--- config.mk ---
export PLATFORM = sky130hd
export DESIGN_NAME = tagger_drive_ctrl
export DESIGN_NICKNAME = d
export VERILOG_FILES = /design/src/rtl/tagger_drive_ctrl.sv
export SDC_FILE = /design/constraint.sdc
export NUM_CORES = 1
export LEC_CHECK = 0
export BUFFER_PORTS_ARGS = -buffer_cell sky130_fd_sc_hd__buf_2
export CAP_MARGIN = 20
export CORE_MARGIN = 1
export CORE_UTILIZATION = 40
export DETAILED_ROUTE_END_ITERATION = 6
export HOLD_SLACK_MARGIN = 0.03
export PLACE_DENSITY = 0.68
export SLEW_MARGIN = 20
export SYNTH_ARGS = -nofsm -noshare
export SYNTH_HDL_FRONTEND = slang
export SYNTH_SLANG_ARGS = --single-unit
--- constraint.sdc ---
create_clock -name clk -period 2.85 [get_ports clk]
set_clock_uncertainty 0.05 [all_clocks]
set_input_delay 0.1425 -clock clk [delete_from_list [all_inputs] [get_ports clk]]
set_output_delay 0.1425 -clock clk [all_outputs]
set_load 0.005 [all_outputs]
--- src/rtl/tagger_drive_ctrl.sv ---
// -----------------------------------------------------------------------------
// tagger_drive_ctrl
//
// This block drives movement for the tagger sprite. Raw push-buttons are
// synchronised and then debounced on frame pulses. Each debounced rising edge
// becomes a one-cycle press event. A small FSM (INIT/LOAD/IDLE/RUN) turns
// those press events into latched direction levels and centre-load strobes.
// Wall-collision flags gate the direction outputs so the sprite never moves
// into a wall.
//
// Optional feature macro: TAGGER_DIAGONAL_EN
//   When defined, the vertical axis (Up/Down) and the horizontal axis
//   (Left/Right) are latched independently.
//
// Parameters
//   DEBOUNCE_FRAMES  frame samples a new level must hold before it is
//                    accepted (1..15)
//   SYNC_STAGES      synchroniser depth on each raw button (2..3)
//
// Ports
//   clk, resetN                      clock, asynchronous active-low reset
//   frame                            one-cycle pulse per video frame
//   btnUp/Down/Left/Right/Center     raw asynchronous buttons, active-high
//   topHit/bottomHit/leftHit/rightHit  wall-collision levels from the sprite
//   gameOver                         level, forces a halt
//   cntUp/Down/Left/Right            movement direction levels
//   upDownLD, leftRightLD            load-to-centre strobes
//   moving                           high while any cnt* output is high
//   state                            FSM state (INIT=0 LOAD=1 IDLE=2 RUN=3)
// -----------------------------------------------------------------------------
module tagger_drive_ctrl #(
  parameter int DEBOUNCE_FRAMES = 3,
  parameter int SYNC_STAGES     = 2
) (
  input  logic       clk,
  input  logic       resetN,
  input  logic       frame,
  input  logic       btnUp,
  input  logic       btnDown,
  input  logic       btnLeft,
  input  logic       btnRight,
  input  logic       btnCenter,
  input  logic       topHit,
  input  logic       bottomHit,
  input  logic       leftHit,
  input  logic       rightHit,
  input  logic       gameOver,
  output logic       cntUp,
  output logic       cntDown,
  output logic       cntLeft,
  output logic       cntRight,
  output logic       upDownLD,
  output logic       leftRightLD,
  output logic       moving,
  output logic [1:0] state
);

  typedef enum logic [1:0] {
    ST_INIT = 2'd0,
    ST_LOAD = 2'd1,
    ST_IDLE = 2'd2,
    ST_RUN  = 2'd3
  } state_t;

  // The counter reaches DB_LAST on the last mismatching sample before the
  // new level is accepted.
  localparam logic [3:0] DB_LAST = 4'(DEBOUNCE_FRAMES - 1);

  // Bit order for buttons: 0 Up, 1 Down, 2 Left, 3 Right, 4 Center.
  // Direction and hit vectors use the same order for bits 0..3.
  logic [4:0] btn_raw;
  logic [4:0] db;
  logic [4:0] db_dly;
  logic [4:0] press;
  logic [3:0] hit;

  assign btn_raw = {btnCenter, btnRight, btnLeft, btnDown, btnUp};
  assign hit     = {rightHit, leftHit, bottomHit, topHit};

  generate
    for (genvar gi = 0; gi < 5; gi++) begin : g_btn
      logic [SYNC_STAGES-1:0] sync_reg;
      logic [3:0]             cnt_reg;
      logic                   db_reg;
      logic                   db_dly_reg;

      always_ff @(posedge clk or negedge resetN) begin
        if (!resetN) begin
          sync_reg <= '0;
        end else begin
          sync_reg <= {sync_reg[SYNC_STAGES-2:0], btn_raw[gi]};
        end
      end

      // The counter only moves on frame. Any sample that agrees with the
      // accepted level restarts the count.
      always_ff @(posedge clk or negedge resetN) begin
        if (!resetN) begin
          cnt_reg    <= '0;
          db_reg     <= 1'b0;
          db_dly_reg <= 1'b0;
        end else begin
          db_dly_reg <= db_reg;
          if (frame) begin
            if (sync_reg[SYNC_STAGES-1] == db_reg) begin
              cnt_reg <= '0;
            end else if (cnt_reg == DB_LAST) begin
              db_reg  <= sync_reg[SYNC_STAGES-1];
              cnt_reg <= '0;
            end else begin
              cnt_reg <= cnt_reg + 4'd1;
            end
          end
        end
      end

      assign db[gi]     = db_reg;
      assign db_dly[gi] = db_dly_reg;
    end
  endgenerate

  // A press event is asserted for exactly one cycle per rising edge of the
  // debounced level.
  assign press = db & ~db_dly;

  state_t     state_reg, state_next;
  logic [3:0] dir_reg, dir_next;

  always_ff @(posedge clk or negedge resetN) begin
    if (!resetN) begin
      state_reg <= ST_INIT;
      dir_reg   <= '0;
    end else begin
      state_reg <= state_next;
      dir_reg   <= dir_next;
    end
  end

  always_comb begin
    state_next = state_reg;
    // By default a set bit is dropped once its wall is touched. A press in
    // the same cycle overrides this below.
    dir_next   = dir_reg & ~hit;
    case (state_reg)
      ST_INIT: state_next = ST_LOAD;
      ST_LOAD: begin
        state_next = ST_IDLE;
        dir_next   = '0;
      end
      ST_IDLE: begin
        if (press[4] && !gameOver) state_next = ST_RUN;
      end
      ST_RUN: begin
        if (gameOver || press[4]) state_next = ST_LOAD;
`ifdef TAGGER_DIAGONAL_EN
        if (press[0])      dir_next[1:0] = 2'b01;
        else if (press[1]) dir_next[1:0] = 2'b10;
        if (press[2])      dir_next[3:2] = 2'b01;
        else if (press[3]) dir_next[3:2] = 2'b10;
`else
        if (press[0])      dir_next = 4'b0001;
        else if (press[1]) dir_next = 4'b0010;
        else if (press[2]) dir_next = 4'b0100;
        else if (press[3]) dir_next = 4'b1000;
`endif
      end
      default: state_next = ST_INIT;
    endcase
  end

  // The hit flag gates the output combinationally, so a direction stops in
  // the very cycle its wall is touched.
  logic [3:0] cnt;
  assign cnt = dir_reg & ~hit & {4{state_reg == ST_RUN}};

  assign cntUp       = cnt[0];
  assign cntDown     = cnt[1];
  assign cntLeft     = cnt[2];
  assign cntRight    = cnt[3];
  assign moving      = |cnt;
  assign upDownLD    = (state_reg == ST_LOAD);
  assign leftRightLD = (state_reg == ST_LOAD);
  assign state       = state_reg;

endmodule

==> results of run 1 <==
placed cells by master, fill, tap and decap left out, types with 2 or more instances in the layout:
cell / instances
sky130_fd_sc_hd__a21boi_0: 3
sky130_fd_sc_hd__a21oi_1: 2
sky130_fd_sc_hd__a32o_1: 2
sky130_fd_sc_hd__a41oi_1: 2
sky130_fd_sc_hd__and2_1: 3
sky130_fd_sc_hd__buf_2: 20
sky130_fd_sc_hd__buf_4: 2
sky130_fd_sc_hd__clkbuf_1: 2
sky130_fd_sc_hd__clkbuf_8: 5
sky130_fd_sc_hd__dfrtp_1: 46
sky130_fd_sc_hd__dlygate4sd3_1: 6
sky130_fd_sc_hd__ha_1: 11
sky130_fd_sc_hd__inv_1: 22
sky130_fd_sc_hd__mux2_2: 4
sky130_fd_sc_hd__mux2i_1: 7
sky130_fd_sc_hd__nand2_1: 8
sky130_fd_sc_hd__nand2b_1: 14
sky130_fd_sc_hd__nand3_1: 8
sky130_fd_sc_hd__nor2_1: 5
sky130_fd_sc_hd__nor2b_1: 11
sky130_fd_sc_hd__nor3b_1: 4
sky130_fd_sc_hd__o21ai_0: 12
sky130_fd_sc_hd__o22ai_1: 12
sky130_fd_sc_hd__o2bb2ai_1: 3
sky130_fd_sc_hd__or2b_1: 2
sky130_fd_sc_hd__xnor2_1: 2
sky130_fd_sc_hd__xor2_1: 5
report_power, final:
group	internal [µW]	switching (µW)
combinational	378	387
clock	262	200
sequential	866	194
total	1510	781
metal layers:
| layer | share of wire (%) | global-route usage [%] |
|---|---|---|
| met1 | 47 | 16.6 |
| met2 | 47 | 22.3 |
| met3 | 3.7 | 2.99 |
| met5 | 0 | 0 |
| met4 | 1.8 | 6.92 |
worst min-delay path, delay by kind of cell:
kind | cells | cell delay (ns)
compound gates | 1 | 0.12
buf+inv | 1 | 0.08
simple gates | 1 | 0.05
worst min-delay path by stage:
| stage | cells past startpoint | slack (ns) | from | endpoint |
|---|---|---|---|---|
| after floorplan | 0 | -0.20 | resetN | dir_reg[0] |
| after global placement | 1 | 0.20 | btnCenter | g_btn[4].sync_reg[0] |
| after detailed placement | 1 | 0.20 | btnDown | g_btn[1].sync_reg[0] |
| after CTS | 3 | 0.08 | bottomHit | dir_reg[1] |
| after global routing | 3 | 0.11 | bottomHit | dir_reg[1] |
| final | 3 | 0.09 | bottomHit | dir_reg[1] |
Yosys cell counts (5+ instances only):
cell type	n	area share, %
sky130_fd_sc_hd__o22ai_1	12	3.4
sky130_fd_sc_hd__nand2b_1	14	3.9
sky130_fd_sc_hd__nand3_1	8	1.8
sky130_fd_sc_hd__o21ai_0	12	2.7
sky130_fd_sc_hd__xor2_1	5	2.0
sky130_fd_sc_hd__inv_1	22	3.7
sky130_fd_sc_hd__dfrtp_1	46	52
sky130_fd_sc_hd__nand2_1	8	1.4
sky130_fd_sc_hd__nor2_1	5	0.85
sky130_fd_sc_hd__mux2i_1	7	3.2
sky130_fd_sc_hd__nor2b_1	11	3.1
sky130_fd_sc_hd__ha_1	11	6.2
cells by family (layout without fill, tap and decap cells):
kind of cell	after synthesis	after routing	share of synthesized area, %
compound gates	39	39	11.7
xor+xnor	7	7	2.76
fa+ha+maj	11	11	6.20
buf+inv	28	58	5.13
flops	46	46	51.8
mux	12	12	5.86
simple gates	62	62	16.5
cell type report:
| cell class | count | area, µm² |
|---|---|---|
| fillers | 502 | 2680 |
| flip-flops and latches | 46 | 1150 |
| multi-input cells | 131 | 956 |
| repair buffers | 28 | 175 |
| well taps | 70 | 87.6 |
| inverters | 22 | 82.6 |
| clock buffers | 7 | 76.3 |
| clock inverters | 1 | 30.0 |
metrics by stage:
stage	setup WS, ns	cells
floorplan	1.44	205
global placement	1.32	291
detailed placement	1.24	291
CTS	1.23	305
global route	1.11	305
finish	1.25	305
what timing repair did:
item	4_1_cts	5_1_grt
endpoints found under the hold margin	51	0
gates resized for setup	0	0
hold buffers	6	0
setup endpoints to repair	0	0
==> impl_metrics.csv, run 1 <==
group,metric,value,unit
logic_synthesis,yosys_most_used_dff,"sky130_fd_sc_hd__dfrtp_1",
place,dp_hpwl,2440,µm
route,drt_wl_total,3520,µm
timing,finalCritPeriodShare,56.2,%
cells_and_area,largest_reg_flops,20,
floorplanning,floorplan.die_area,5850,µm²
setup_path,cp-startpoint,"state[0]",
cells_and_area,final_layout_size_suffix_gt1_share,15.3,%
logic_synthesis,synth_cells,205,
run_status,run_status,"finished clean",
grt,gr-usage-all-layers,13.5,%
timing,hold_ws,0.0862,ns
cts,clk-insertion-delay-late,0.29,ns
floorplanning,initial_utilization,42.4,%
cts,clockBufferDepth,2,
setup_path,crit_family,"flip-flops",
place,gpl.final_weighted_congestion,0.759,
route,drt-pass1-iter-count,4,
logic_synthesis,synthesis.area,2220,µm²
floorplanning,number_of_top_level_pins,22,
floorplanning,die_x,76.5,µm
cells_and_area,layout.nets,258,
timing,final.setup.tns,0,ns
logic_synthesis,share_of_flip_flops_with_an_asynchronous_set_or_reset_after_synthesis,100,%
timing,final_max_slew_viol_count,0,
timing,fmax,624,MHz
logic_synthesis,average_size_of_a_mapped_cell,10.8,µm²
cts,tritoncts,"done",
grt,first_global_vias,1506,
timing,worst_pin_slew,0.636,ns
min_path,hold_class,"input port to flip-flop",
timing,setup_viol,0,
power,peakVddDrop,447,µV
place,portBuffers,21,
setup_path,cpPeakStageDelay,0.40,ns
logic_synthesis,synth-edff-count,0,
cts,cts_post_setup_buffers_inserted,0,
setup_path,critical_path_buf_inv_count,2,
floorplanning,placement_rows,26,
setup_path,timing.critical_path.cells,"ha_1 -> inv_1 -> nor2_1 -> buf_2",
setup_path,cp-start-kind,"flip-flop",
setup_path,timing.critical_path.slowest_stage_cell,"sky130_fd_sc_hd__dfrtp_1",
cells_and_area,final_core_utilization,48.9,%
power,power-per-cell-area,894,nW/µm²
cells_and_area,antennaDiodeCount,0,
setup_path,timing_worst_setup_path_type,"flip-flop to output port",
cts,clock_tree.root_cell,"sky130_fd_sc_hd__clkbuf_8",
route,post_route_antenna_net_violation_count,0,
route,vias,1510,
floorplanning,placeableCoreArea,5240,µm²
cts,cts_made_buffers,5,
timing,final_period_demand_of_the_worst_path,1.60,ns
grt,grt_remaining_overflow,0,
cts,clock_sinks,46,
setup_path,crit_required,2.66,ns
cts,clk_pin_slew_worst_paths,0.08,ns
floorplanning,die-height,76.5,µm
timing,number_of_hold_violations_in_the_final_report,0,
cells_and_area,areaGrowthSynthToFinish,15.2,%
power,leakagePower,0.00118,µW
cells_and_area,final_design_area_no_fill,2560,µm²
setup_path,worst_r2r_dst,"g_btn[0].cnt_reg[1]",
grt,maximum_number_of_pins_on_one_net_before_global_route_repair,47,
setup_path,cp-end-kind,"output port",
route,vias_per_cell,4.95,
route,detail_route.wl_per_cell,11.5,µm
grt,grt_pass1_wl,6330,µm
setup_path,critical_path_arrival,1.41,ns
route,dr.first_iter.drc_count,65,
logic_synthesis,ys_seq_elements,46,
logic_synthesis,yosysWarningCount,0,
cts,htree_num_levels,2,
logic_synthesis,synth_cell_types,36,
power,totalPowerFinal,2290,µW
setup_path,r2r.worst_path.cells,5,
timing,grt_setup_unrepaired,"no",
setup_path,cp-endpoint,"moving",
logic_synthesis,register_area_share_after_synthesis,51.8,%
place,placement.cell_area,2390,µm²
setup_path,timing.reg2reg.setup_slack,1.28,ns
setup_path,number_of_gates_on_the_worst_path_with_buffers_counted,4,
timing,max_slew_margin,57.1,%
grt,number_of_antenna_violations_at_the_first_check_in_global_routing,0,
setup_path,worst_r2r_startpoint,"g_btn[0].cnt_reg[0]",
run,maxCapViolations,0,
route,drc_errors,0,
setup_path,critical_path_peak_fanout,10,
logic_synthesis,syn-num-nets,229,
No activity file was read; power rests on OpenSTA's default activity.
==> inputs of run 2 (changes only) <==
Clock period 2.85 ns to 1.5 ns, I/O delays scaled along.
==> run 2 against run 1 <==
Combinational power grew 130%. Non-clock buffer count is 14 higher. Die area is the same. Largest power group unchanged.
==> impl_metrics.csv, run 2 (synthesis gave the netlist of run 1 again) <==
group,metric,value,unit
run_status,run_status,"finished clean",
timing,fmax,684,MHz
floorplanning,placement_rows,26,
cts,cts_made_buffers,5,
place,gpl.final_weighted_congestion,0.756,
cts,clk-insertion-delay-late,0.29,ns
timing,final.setup.tns,0,ns
route,vias_per_cell,4.89,
setup_path,cp-start-kind,"flip-flop",
timing,max_slew_margin,67.2,%
place,dp_hpwl,2630,µm
timing,final_max_slew_viol_count,0,
cells_and_area,final_core_utilization,51.3,%
route,vias,1555,
cells_and_area,largest_reg_flops,20,
grt,grt_pass1_wl,6510,µm
place,portBuffers,21,
route,drt_wl_total,3700,µm
route,dr.first_iter.drc_count,69,
grt,grt_remaining_overflow,0,
floorplanning,number_of_top_level_pins,22,
power,sw_frac_of_total,35.0,%
power,power-per-cell-area,1650,nW/µm²
cts,clk_pin_slew_worst_paths,0.08,ns
power,clock_power_share,15.7,%
min_path,hold_class,"input port to flip-flop",
place,dp.cells,300,
power,leakagePower,0.00125,µW
timing,final_period_demand_of_the_worst_path,1.46,ns
floorplanning,floorplan.die_area,5850,µm²
cts,tritoncts,"done",
grt,first_global_vias,1479,
timing,finalCritPeriodShare,97.5,%
cts,htree_num_levels,2,
grt,maximum_number_of_pins_on_one_net_before_global_route_repair,25,
grt,gr-usage-all-layers,14.1,%
timing,setup_viol,0,
setup_path,timing_worst_setup_path_type,"flip-flop to flip-flop",
cells_and_area,layoutNonFillerInstCount,318,
power,power.internal,2880,µW
cells_and_area,commonest_cells_after_routing_fill_and_taps_aside,"sky130_fd_sc_hd__dfrtp_1 (46), sky130_fd_sc_hd__inv_1 (21), sky130_fd_sc_hd__buf_2 (21)",
cts,clockBufferDepth,2,
cts,clock_sinks,46,
setup_path,crit_required,1.63,ns
cells_and_area,most_common_library_cell_in_the_layout_ignoring_fill_and_taps,"sky130_fd_sc_hd__dfrtp_1",
route,post_route_antenna_net_violation_count,0,
cells_and_area,layout.nets,272,
floorplanning,placeableCoreArea,5240,µm²
cells_and_area,antennaDiodeCount,0,
timing,number_of_hold_violations_in_the_final_report,0,
power,peakVddDrop,657,µV
route,detail_route.wl_per_cell,11.6,µm
cells_and_area,areaGrowthSynthToFinish,21.1,%
floorplanning,die_x,76.5,µm
timing,grt_setup_unrepaired,"no",
grt,number_of_antenna_violations_at_the_first_check_in_global_routing,0,
power,power_switching,1550,µW
route,drc_errors,0,
setup_path,critical_path_arrival,1.60,ns
route,drt-pass1-iter-count,4,
setup_path,cp-end-kind,"flip-flop",
run,maxCapViolations,0,
cts,clock_tree.root_cell,"sky130_fd_sc_hd__clkbuf_8",
power,totalPowerFinal,4430,µW
floorplanning,initial_utilization,42.4,%
cells_and_area,final_layout_size_suffix_gt1_share,22.6,%
power,p_seq_share,44.8,%
floorplanning,die-height,76.5,µm
setup_path,critical_path_peak_fanout,4,
timing,worst_pin_slew,0.491,ns
power,p_comb_share,39.5,%
run 2: final timing paths:
path / from / end / slack, ns / cells past startpoint
setup / recovery: g_btn[4].cnt_reg[0] / g_btn[4].db_reg / 0.04 / 5
min in group asynchronous: resetN / g_btn[4].db_reg / 0.22 / 2
hold reg to reg: g_btn[2].sync_reg[0] / g_btn[2].sync_reg[1] / 0.30 / 0
setup reg to reg: g_btn[4].cnt_reg[0] / g_btn[4].db_reg / 0.04 / 5
hold / removal: topHit / dir_reg[0] / 0.05 / 4
max in group asynchronous: resetN / g_btn[3].sync_reg[0] / 0.60 / 3
run 2: timing repair:
item,CTS,global route
setup endpoints to repair,5,6
hold buffers,8,0
setup buffers,2,1
gates resized for setup,0,9
endpoints found under the hold margin,28,0
pin swaps,0,2
gates cloned,0,0
run 2: metal layers:
metal | vias to the layer above | wire length, µm | global-route usage, %
met1 | 742 | 1820 | 17.0
met2 | 21 | 1740 | 23.6
met5 | - | 0 | 0
met3 | 5 | 97 | 3.95
li1 | 787 | - | -
met4 | 0 | 48 | 5.77
run 2: power by group through the flow:
stage	clock, µW	sequential [µW]	combinational (µW)
global route	789	2050	1990
finish	696	1980	1750
detailed placement	0	2020	1630
CTS	734	1980	1710
global placement	0	2000	1590
floorplan	0	1950	1160
run 2: critical path: stages, from the launching register on:
cell and delay [ns]:
sky130_fd_sc_hd__dfrtp_1 0.41, sky130_fd_sc_hd__inv_1 0.09, sky130_fd_sc_hd__ha_1 0.16, sky130_fd_sc_hd__nand2b_1 0.07, sky130_fd_sc_hd__nor3b_1 0.22, sky130_fd_sc_hd__mux2_2 0.35
run 2: cell type report:
class	count	area, µm²
Clock buffer	5	68.8
Clock inverter	2	10.0
Fill cell	475	2550
Inverter	22	82.6
Multi-Input combinational cell	131	993
Sequential cell	46	1150
Tap cell	70	87.6
Timing Repair Buffer	42	295
run 2: per-stage QoR:
stage | area, µm² | hold slack (ns) | worst slack (ns)
2_1_floorplan | 2220 | -0.271 | 0.0893
5_1_grt | 2690 | 0.0435 | 0.00247
3_5_place_dp | 2470 | 0.0188 | 0.0593
6_report | 2690 | 0.0473 | 0.0371
3_3_place_gp | 2470 | 0.0129 | 0.0988
4_1_cts | 2640 | 0.0356 | 0.0244
